<file path="src/rtl/alarm_clock_display.sv">
// Alarm clock: HH:MM:SS timekeeping, an independently adjustable alarm with ring/stop/snooze
// handling, and a 4-digit multiplexed 7-segment driver with 12/24 h formatting and field blinking.
module alarm_clock_display #(
  parameter bit HOUR_12        = 1'b0,
  parameter int RING_SECONDS   = 60,
  parameter int SNOOZE_MIN     = 5,
  parameter int ALARM_RST_HOUR = 6
) (
  input  logic       clk,
  input  logic       rst,
  input  logic       sec_tick,
  input  logic       scan_tick,
  input  logic       en,
  input  logic       alarm_sel,
  input  logic       adjust_en_min,
  input  logic       adjust_en_hour,
  input  logic       updown,
  input  logic       alarm_arm,
  input  logic       snooze,
  input  logic       alarm_stop,
  output logic [6:0] segments,
  output logic       dp,
  output logic [3:0] anode_active,
  output logic       alarm_ring
);

  localparam logic [9:0] RING_LOAD   = 10'(RING_SECONDS);
  localparam logic [9:0] SNOOZE_LOAD = 10'(SNOOZE_MIN * 60);
  localparam logic [4:0] ALARM_RST_H = 5'(ALARM_RST_HOUR);

  typedef enum logic [1:0] {IDLE, RINGING, SNOOZED} state_t;

  logic [5:0] sec_q, sec_d, min_q, min_d, alarm_min_q, alarm_min_d;
  logic [4:0] hour_q, hour_d, alarm_hour_q, alarm_hour_d;
  logic       blink_q, blink_d, match_q, match_d;
  logic [1:0] scan_q, scan_d;
  logic       adj_any;

  state_t     state_q;
  logic [9:0] cnt_q;
  logic       alarm_ring_q;

  function automatic logic [5:0] step60(input logic [5:0] v, input logic up);
    if (up) return (v == 6'd59) ? 6'd0 : v + 6'd1;
    return (v == 6'd0) ? 6'd59 : v - 6'd1;
  endfunction

  function automatic logic [4:0] step24(input logic [4:0] v, input logic up);
    if (up) return (v == 5'd23) ? 5'd0 : v + 5'd1;
    return (v == 5'd0) ? 5'd23 : v - 5'd1;
  endfunction

  function automatic logic [6:0] seg7(input logic [3:0] d);
    case (d)
      4'd0:    return 7'h40;
      4'd1:    return 7'h79;
      4'd2:    return 7'h24;
      4'd3:    return 7'h30;
      4'd4:    return 7'h19;
      4'd5:    return 7'h12;
      4'd6:    return 7'h02;
      4'd7:    return 7'h78;
      4'd8:    return 7'h00;
      4'd9:    return 7'h10;
      default: return 7'h7F;
    endcase
  endfunction

  always_comb begin
    sec_d        = sec_q;
    min_d        = min_q;
    hour_d       = hour_q;
    alarm_min_d  = alarm_min_q;
    alarm_hour_d = alarm_hour_q;
    adj_any      = adjust_en_min | adjust_en_hour;
    if (sec_tick) begin
      if (adj_any && !alarm_sel) begin
        sec_d = 6'd0;
        if (adjust_en_min) min_d = step60(min_q, updown);
        else               hour_d = step24(hour_q, updown);
      end else if (en) begin
        if (sec_q == 6'd59) begin
          sec_d = 6'd0;
          if (min_q == 6'd59) begin
            min_d  = 6'd0;
            hour_d = step24(hour_q, 1'b1);
          end else begin
            min_d = min_q + 6'd1;
          end
        end else begin
          sec_d = sec_q + 6'd1;
        end
      end
      if (adj_any && alarm_sel) begin
        if (adjust_en_min) alarm_min_d = step60(alarm_min_q, updown);
        else               alarm_hour_d = step24(alarm_hour_q, updown);
      end
    end
    // Only a real change of time counts, so a frozen clock sitting on the alarm time cannot re-trigger.
    match_d = sec_tick && alarm_arm && ({hour_d, min_d, sec_d} != {hour_q, min_q, sec_q}) &&
              (sec_d == 6'd0) && (min_d == alarm_min_q) && (hour_d == alarm_hour_q);
    blink_d = adj_any ? (blink_q ^ sec_tick) : 1'b1;
    scan_d  = scan_q + {1'b0, scan_tick};
  end

  always_ff @(posedge clk) begin
    if (rst) begin
      sec_q        <= 6'd0;
      min_q        <= 6'd0;
      hour_q       <= 5'd0;
      alarm_min_q  <= 6'd0;
      alarm_hour_q <= ALARM_RST_H;
      blink_q      <= 1'b1;
      match_q      <= 1'b0;
      scan_q       <= 2'd0;
    end else begin
      sec_q        <= sec_d;
      min_q        <= min_d;
      hour_q       <= hour_d;
      alarm_min_q  <= alarm_min_d;
      alarm_hour_q <= alarm_hour_d;
      blink_q      <= blink_d;
      match_q      <= match_d;
      scan_q       <= scan_d;
    end
  end

  // One shared down-counter serves both ring duration and snooze length.
  always_ff @(posedge clk) begin
    if (rst) begin
      state_q      <= IDLE;
      cnt_q        <= 10'd0;
      alarm_ring_q <= 1'b0;
    end else if (!alarm_arm) begin
      state_q      <= IDLE;
      alarm_ring_q <= 1'b0;
    end else begin
      case (state_q)
        IDLE: begin
          if (match_q) begin
            state_q      <= RINGING;
            cnt_q        <= RING_LOAD;
            alarm_ring_q <= 1'b1;
          end
        end
        RINGING: begin
          if (alarm_stop) begin
            state_q      <= IDLE;
            alarm_ring_q <= 1'b0;
          end else if (snooze) begin
            state_q      <= SNOOZED;
            cnt_q        <= SNOOZE_LOAD;
            alarm_ring_q <= 1'b0;
          end else if (sec_tick) begin
            if (cnt_q <= 10'd1) begin
              state_q      <= IDLE;
              alarm_ring_q <= 1'b0;
            end else begin
              cnt_q <= cnt_q - 10'd1;
            end
          end
        end
        SNOOZED: begin
          if (alarm_stop) begin
            state_q <= IDLE;
          end else if (sec_tick) begin
            if (cnt_q <= 10'd1) begin
              state_q      <= RINGING;
              cnt_q        <= RING_LOAD;
              alarm_ring_q <= 1'b1;
            end else begin
              cnt_q <= cnt_q - 10'd1;
            end
          end
        end
        default: begin
          state_q      <= IDLE;
          alarm_ring_q <= 1'b0;
        end
      endcase
    end
  end

  assign alarm_ring = alarm_ring_q;

  logic [5:0] disp_min;
  logic [4:0] disp_hour_raw, disp_hour;
  logic       pm;
  logic [3:0] digit;
  logic       blank;

  always_comb begin
    disp_min      = alarm_sel ? alarm_min_q : min_q;
    disp_hour_raw = alarm_sel ? alarm_hour_q : hour_q;
    pm            = 1'b0;
    disp_hour     = disp_hour_raw;
    if (HOUR_12) begin
      pm        = (disp_hour_raw >= 5'd12);
      disp_hour = pm ? disp_hour_raw - 5'd12 : disp_hour_raw;
      if (disp_hour == 5'd0) disp_hour = 5'd12;
    end
  end

  always_comb begin
    case (scan_q)
      2'd0:    digit = 4'(disp_min % 6'd10);
      2'd1:    digit = 4'(disp_min / 6'd10);
      2'd2:    digit = 4'(disp_hour % 5'd10);
      default: digit = 4'(disp_hour / 5'd10);
    endcase
    // scan_q[1]=0 selects the minute pair, so the blanked pair is the one matching adjust_en_min.
    blank = adj_any && !blink_q && (adjust_en_min == !scan_q[1]);
    if (HOUR_12 && (scan_q == 2'd3) && (digit == 4'd0)) blank = 1'b1;
    segments = blank ? 7'h7F : seg7(digit);
    case (scan_q)
      2'd0:    dp = ~pm;
      2'd2:    dp = sec_q[0] | alarm_sel;
      2'd3:    dp = ~alarm_arm;
      default: dp = 1'b1;
    endcase
  end

  assign anode_active = ~(4'b0001 << scan_q);

endmodule

</file>
<file path="config.mk">
export PLATFORM = sky130hd
export DESIGN_NAME = alarm_clock_display
export DESIGN_NICKNAME = d
export VERILOG_FILES = /design/src/rtl/alarm_clock_display.sv
export SDC_FILE = /design/constraint.sdc
export NUM_CORES = 1
export LEC_CHECK = 0
export ABC_AREA = 0
export CORE_MARGIN = 4
export CORE_UTILIZATION = 65
export CTS_CLUSTER_SIZE = 40
export DETAILED_ROUTE_END_ITERATION = 8
export DONT_BUFFER_PORTS = 1
export PLACE_DENSITY = 0.81
export SYNTH_ARGS = -nofsm -noshare
export SYNTH_HDL_FRONTEND = slang
export SYNTH_SLANG_ARGS = --single-unit
</file>
<file path="constraint.sdc">
create_clock -name clk -period 7.25 [get_ports clk]
set_input_delay 1.0875 -clock clk [delete_from_list [all_inputs] [get_ports clk]]
set_output_delay 1.0875 -clock clk [all_outputs]
set_load 0.02 [all_outputs]
</file>
Yosys cells after proc, flatten, opt, wreduce, memory -nomap -nowiden
Memories as Yosys holds them, arrays and structs flattened.
Index checks and enable logic that the tools add are counted.
{"block": "classes", "n_eq_ne": 25, "bitwise_logic": 7, "n_mux": 80, "shifts": 1, "reduce_logical": 27, "n_mul": 0, "add_sub_neg": 11, "div_mod_pow": 4, "magnitude_cmp": 1}
{"operator": "$mux W6", "n": 18}
{"operator": "$mux W10", "n": 8}
{"operator": "$mux W5", "n": 16}
{"operator": "$pmux W10 S3", "n": 1}
{"operator": "$mux W1", "n": 24}
{"operator": "$add A6 B1 Y6 const B", "n": 3}
{"operator": "$eq A6 B6 Y1 const B", "n": 3}
{"operator": "$logic_not A6 Y1", "n": 3}
{"operator": "$ne A17 B17 Y1", "n": 1}
{"operator": "$mux W2", "n": 8}
{"operator": "$ne A3 B3 Y1 const B", "n": 4}
{"operator": "$pmux W4 S3", "n": 1}
{"operator": "$sub A6 B1 Y6 const B", "n": 2}
{"operator": "$add A5 B1 Y5 const B", "n": 2}
{"operator": "$eq A5 B5 Y1 const B", "n": 2}
{"operator": "$le A10 B1 Y1 const B", "n": 1}
{"operator": "$logic_not A5 Y1", "n": 2}
{"operator": "$ne A2 B2 Y1 const B", "n": 5}
{"operator": "$sub A10 B1 Y10 const B", "n": 1}
{"operator": "$sub A5 B1 Y5 const B", "n": 2}
{"operator": "$logic_and A1 B1 Y1", "n": 9}
{"operator": "$ne A4 B4 Y1 const B", "n": 2}
{"operator": "$reduce_and A8 Y1", "n": 1}
{"operator": "$mux W7", "n": 1}
{"operator": "other kinds (25)", "n": 36}
{"block": "totals", "latchBits": 0, "mem_bits_ro": 112, "register_bits": 45, "output_inout_bits": 13, "mem_count": 1, "ramBits": 0}
{"name": "(no name shown)", "depth": 16, "width": 7, "rd": 1, "rd_clocked_by_memory_dff": 0, "write_ports": 0, "line_no": "54", "text": "case (d)"}

Longest topological paths before layout
{"block": "depth", "ltp_word": 17, "ltp_mapped": 18, "mapped_depth_nobuf": 16}

Worst setup path before layout
No wires, ideal clock.
{"block": "synth_path", "path_kind": "input to output", "startpoint": "input alarm_sel", "endpoint": "output segments[2]", "cell_stages": 15, "t_arrival_ns": 4.841, "required_time_ns": 6.162, "setup_slack_ns": 1.322, "n_path_buf": 2, "cell_sequence": "buf_2 -> inv_1 -> clkbuf_1 -> a211oi_1 -> a21o_1 -> ha_1 -> nor3_1 -> o31ai_2 -> o22a_1 -> ha_1 -> a21oi_1 -> nor4_2 -> o21a_1 -> a21oi_1 -> o21ai_0"}
{"block": "synth_between", "elab_chain_len": 5}
{"item": "from (decl)", "line_no": "14", "text": "input logic alarm_sel,"}
{"item": "$mux W6 or $mux W5 (tied branches)", "line_no": "193, 194"}
{"item": "$div A6 B4 Y6, or another cell as far along", "line_no": "207", "text": "2'd1: digit = 4'(disp_min / 6'd10);"}
{"item": "$pmux W4 S3 *", "line_no": "205", "text": "case (scan_q)"}
{"item": "$mem_v2 Z16 W7 *"}
{"item": "$mux W7 *", "line_no": "214", "text": "segments = blank ? 7'h7F : seg7(digit);"}
{"item": "to (decl)", "line_no": "21", "text": "output logic [6:0] segments,"}
Every way passes the cells marked *; elsewhere a longest branch is shown, timed or not.

Worst setup path after layout
{"block": "layout_path", "startpoint": "register scan_q[0]", "endpoint": "output segments[2]"}
{"block": "layout_between", "elab_chain_len": 4}
{"item": "from (decl)", "line_no": "36", "text": "logic [1:0] scan_q, scan_d;"}
{"item": "from (signal assigned)", "line_no": "124", "text": "scan_q <= scan_d;"}
{"item": "$eq A2 B2 Y1, or another cell as far along", "line_no": "205"}
{"item": "$pmux W4 S3 *", "line_no": "205"}
{"item": "$mem_v2 Z16 W7 *"}
{"item": "$mux W7 *", "line_no": "214"}
Marks and branches as above.

==> reports/results.ini <==
[run_status]
outcome=complete, no violations

[finish]
diodes=0
drive_above_1_share=0.05382
syn2layout_area_growth_pct=0.8165
seq_area_um2=900.9
nets=612
multi_input_area_um2=3251
fill_cells=582
finalNonFillerCells=653

[floorplanning]
io_pins=25
dieArea_um2=8225
rows=29
die_h_um=90.69
fp.dieW_um=90.69
core-area_um2=6495
start_util=0.6843

[detailed_routing]
num_vias=4617
remaining_drc_errors=0
drt_iter0_markers=388
routed_via_density=7.070
drtAntennaViolNets=0
wl_per_cell_um=17.95
routed_wl_mm=11.72
first_pass_iters=5

[global_route]
grt_pass1_wl_mm=19.72
antenna_found_initial=0
grt.total_usage=0.2837
grt_pass1_vias=4071
grt_max_degree=33
grt-ovfl-total=0

[logic_synthesis]
synth.avg_cell_area_um2=7.322
synth_common_cells=nor2_1 (60), a21oi_1 (53), nand2_1 (52), dfxtp_1 (45), o21ai_0 (44)
ys_seq_area_frac=0.2027
synth-edff-count=0
synth_top_area_share=0.2027
syn-num-nets=644
yosys_warnings=0
yosysTopAreaCell=dfxtp_1
ys_ff_latch=45
syn_area_um2=4444
ys_types=79
syn_inst=607
async_reset_ff_frac=0
yosysMostFrequentCell=nor2_1
yosys-top-cells-area=dfxtp_1 (20%), ha_1 (7.0%), a21oi_1 (6.0%)
ys.flop_type=dfxtp_1

[worst_setup_path]
critPathTopFamily=compound AO/OA/AOI/OAI gates
path_depth=14
slowest_stage=a211oi_1
cp-start-kind=flip-flop
crit_fanout=15
cp-end-kind=output port
rr_worst_depth=10
required_ps=6160
slowest_delay_ps=680
arrival_ps=5140
crit_type=flip-flop to output port
path_cells=and2b_1, inv_6, a211oi_1, a21o_1, ha_1, nor3_1, o31ai_2, o22a_1, ha_1, a21oi_1, nor4_2, o21a_1, a21oi_1, o21ai_0
crit_buf_inv=1

[clock_network]
postCtsHoldBufs=0
cts.sinks=45
cts_buffers=5
path_clk_slew_ps=90
cts_resized=0
postCtsSetupBuffers=0
cts_tree=done
htreeDepth=2
clock_latency_ps=310
cts_root_buffer=clkbuf_8
clockBufferDepth=2

[timing]
whs_ps=511.9
worstMarginPinSlew_ps=773.2
clock.fmax_mhz=160.5
rsz0062_at_grt=false
tns_ps=0
finalCritPeriodShare=0.8592
layout_setup_ws_ps=1021
slew_headroom=0.4815
drv_slew=0
setup_viol=0
fin_skew_ps=8.910
hold_viol=0
layout_min_cycle_time_ps=6229

[power_and_ir_drop]
cellPowerDensity_nw_per_um2=149.7
p_leak_nw=1.596
ir_drop_v=0.0001097

[place]
pre_cts_slack_ps=1248
io_buffers=0
dp_hpwl_mm=8.531
gp_congestion=0.9174
dpl.cell_count=645

[hold_path]
min_path_type=flip-flop to flip-flop
hold_path_depth=2

[flow_run]
maxCapViolCount=0

-- path summary, 6_finish.rpt --
path                                            start               endpoint  slack (ps)
worst max-delay path             scan_q[0]$_SDFF_PP0_            segments[2]        1020
worst max register to register   hour_q[0]$_SDFF_PP0_     match_q$_SDFF_PP0_        4230
worst min-delay path            cnt_q[8]$_SDFFE_PP0P_  cnt_q[8]$_SDFFE_PP0P_         510
worst min register to register  cnt_q[8]$_SDFFE_PP0P_  cnt_q[8]$_SDFFE_PP0P_         510
-- report_power, final --
group	leakage [nW]	internal [mW]	total [mW]	switching, mW
Combinational	1.18	0.0852	0.224	0.138
Sequential	0.365	0.254	0.272	0.0183
Clock	0.0518	0.0793	0.175	0.0955
Total	1.60	0.419	0.671	0.252
-- worst reg2reg max path: cells and delay by family (launching register included) --
family	cells	cell delay (ps)
AO/OA/AOI/OAI	3	730
XOR/XNOR	1	170
adder cells (fa/ha/maj)	1	190
buffers and inverters	1	130
flip-flops	1	380
AND/OR/NAND/NOR	4	1270
-- kinds of logic after synthesis --
| family | after synthesis | synth area share |
|---|---|---|
| and+or+nand+nor | 230 | 0.2649 |
| AOI/OAI and AO/OA | 193 | 0.2911 |
| buffers and inverters | 73 | 0.06588 |
| DFF | 45 | 0.2027 |
| adders and majority gates | 26 | 0.07264 |
| xor gates and xnor gates | 21 | 0.04138 |
| muxes | 19 | 0.06138 |
-- registers in the layout (all words and copies together), names as in the netlist, 2 cells and up --
signal        cells
hour_q            5
cnt_q            10
alarm_min_q       6
alarm_hour_q      5
scan_q            2
state_q           2
sec_q             6
min_q             6
-- per-stage QoR --
stage | util | instance area (µm²) | power, mW
6_report | 0.6898 | 4481 | 0.6709
5_1_grt | 0.6898 | 4481 | 0.7095
4_1_cts | 0.6898 | 4481 | 0.6715
3_5_place_dp | 0.6744 | 4380 | 0.4974
3_3_place_gp | 0.6744 | 4380 | 0.4927
2_1_floorplan | - | 4444 | 0.4720
-- per-layer routing --
| layer | vias to the layer above | GRT usage | wire (µm) |
|---|---|---|---|
| met5 | - | 0 | 0 |
| met3 | 43 | 0.05000 | 905 |
| li1 | 2192 | - | - |
| met1 | 2162 | 0.3860 | 5076 |
| met2 | 220 | 0.4429 | 5331 |
| met4 | 0 | 0.1135 | 410 |
-- cells in the final DEF, fill, tap and decap left out, drive strengths merged, types with 4 or more instances in the layout --
cell type	count
a211oi	11
a21boi	4
a21oi	53
a22oi	9
a311oi	4
a31oi	7
a32oi	6
and2	6
clkbuf	6
dfxtp	45
ha	25
inv	33
mux2i	10
mux4	6
nand2	52
nand2b	5
nand3	18
nand4	11
nor2	60
nor2b	8
nor3	26
nor3b	6
nor4	9
nor4b	5
o2111ai	4
o211ai	9
o21ai	45
o31ai	6
or2	5
xnor2	16
xor2	5
-- layout make-up --
type                    instances  share of cell area
clock buffers                   6             0.01843
clock inverters                 2            0.003910
inverters                      34             0.02960
multi-input cells             489              0.7255
flip-flops and latches         45              0.2011
well taps                      77             0.02150
No activity file was read; power rests on OpenSTA's default activity.
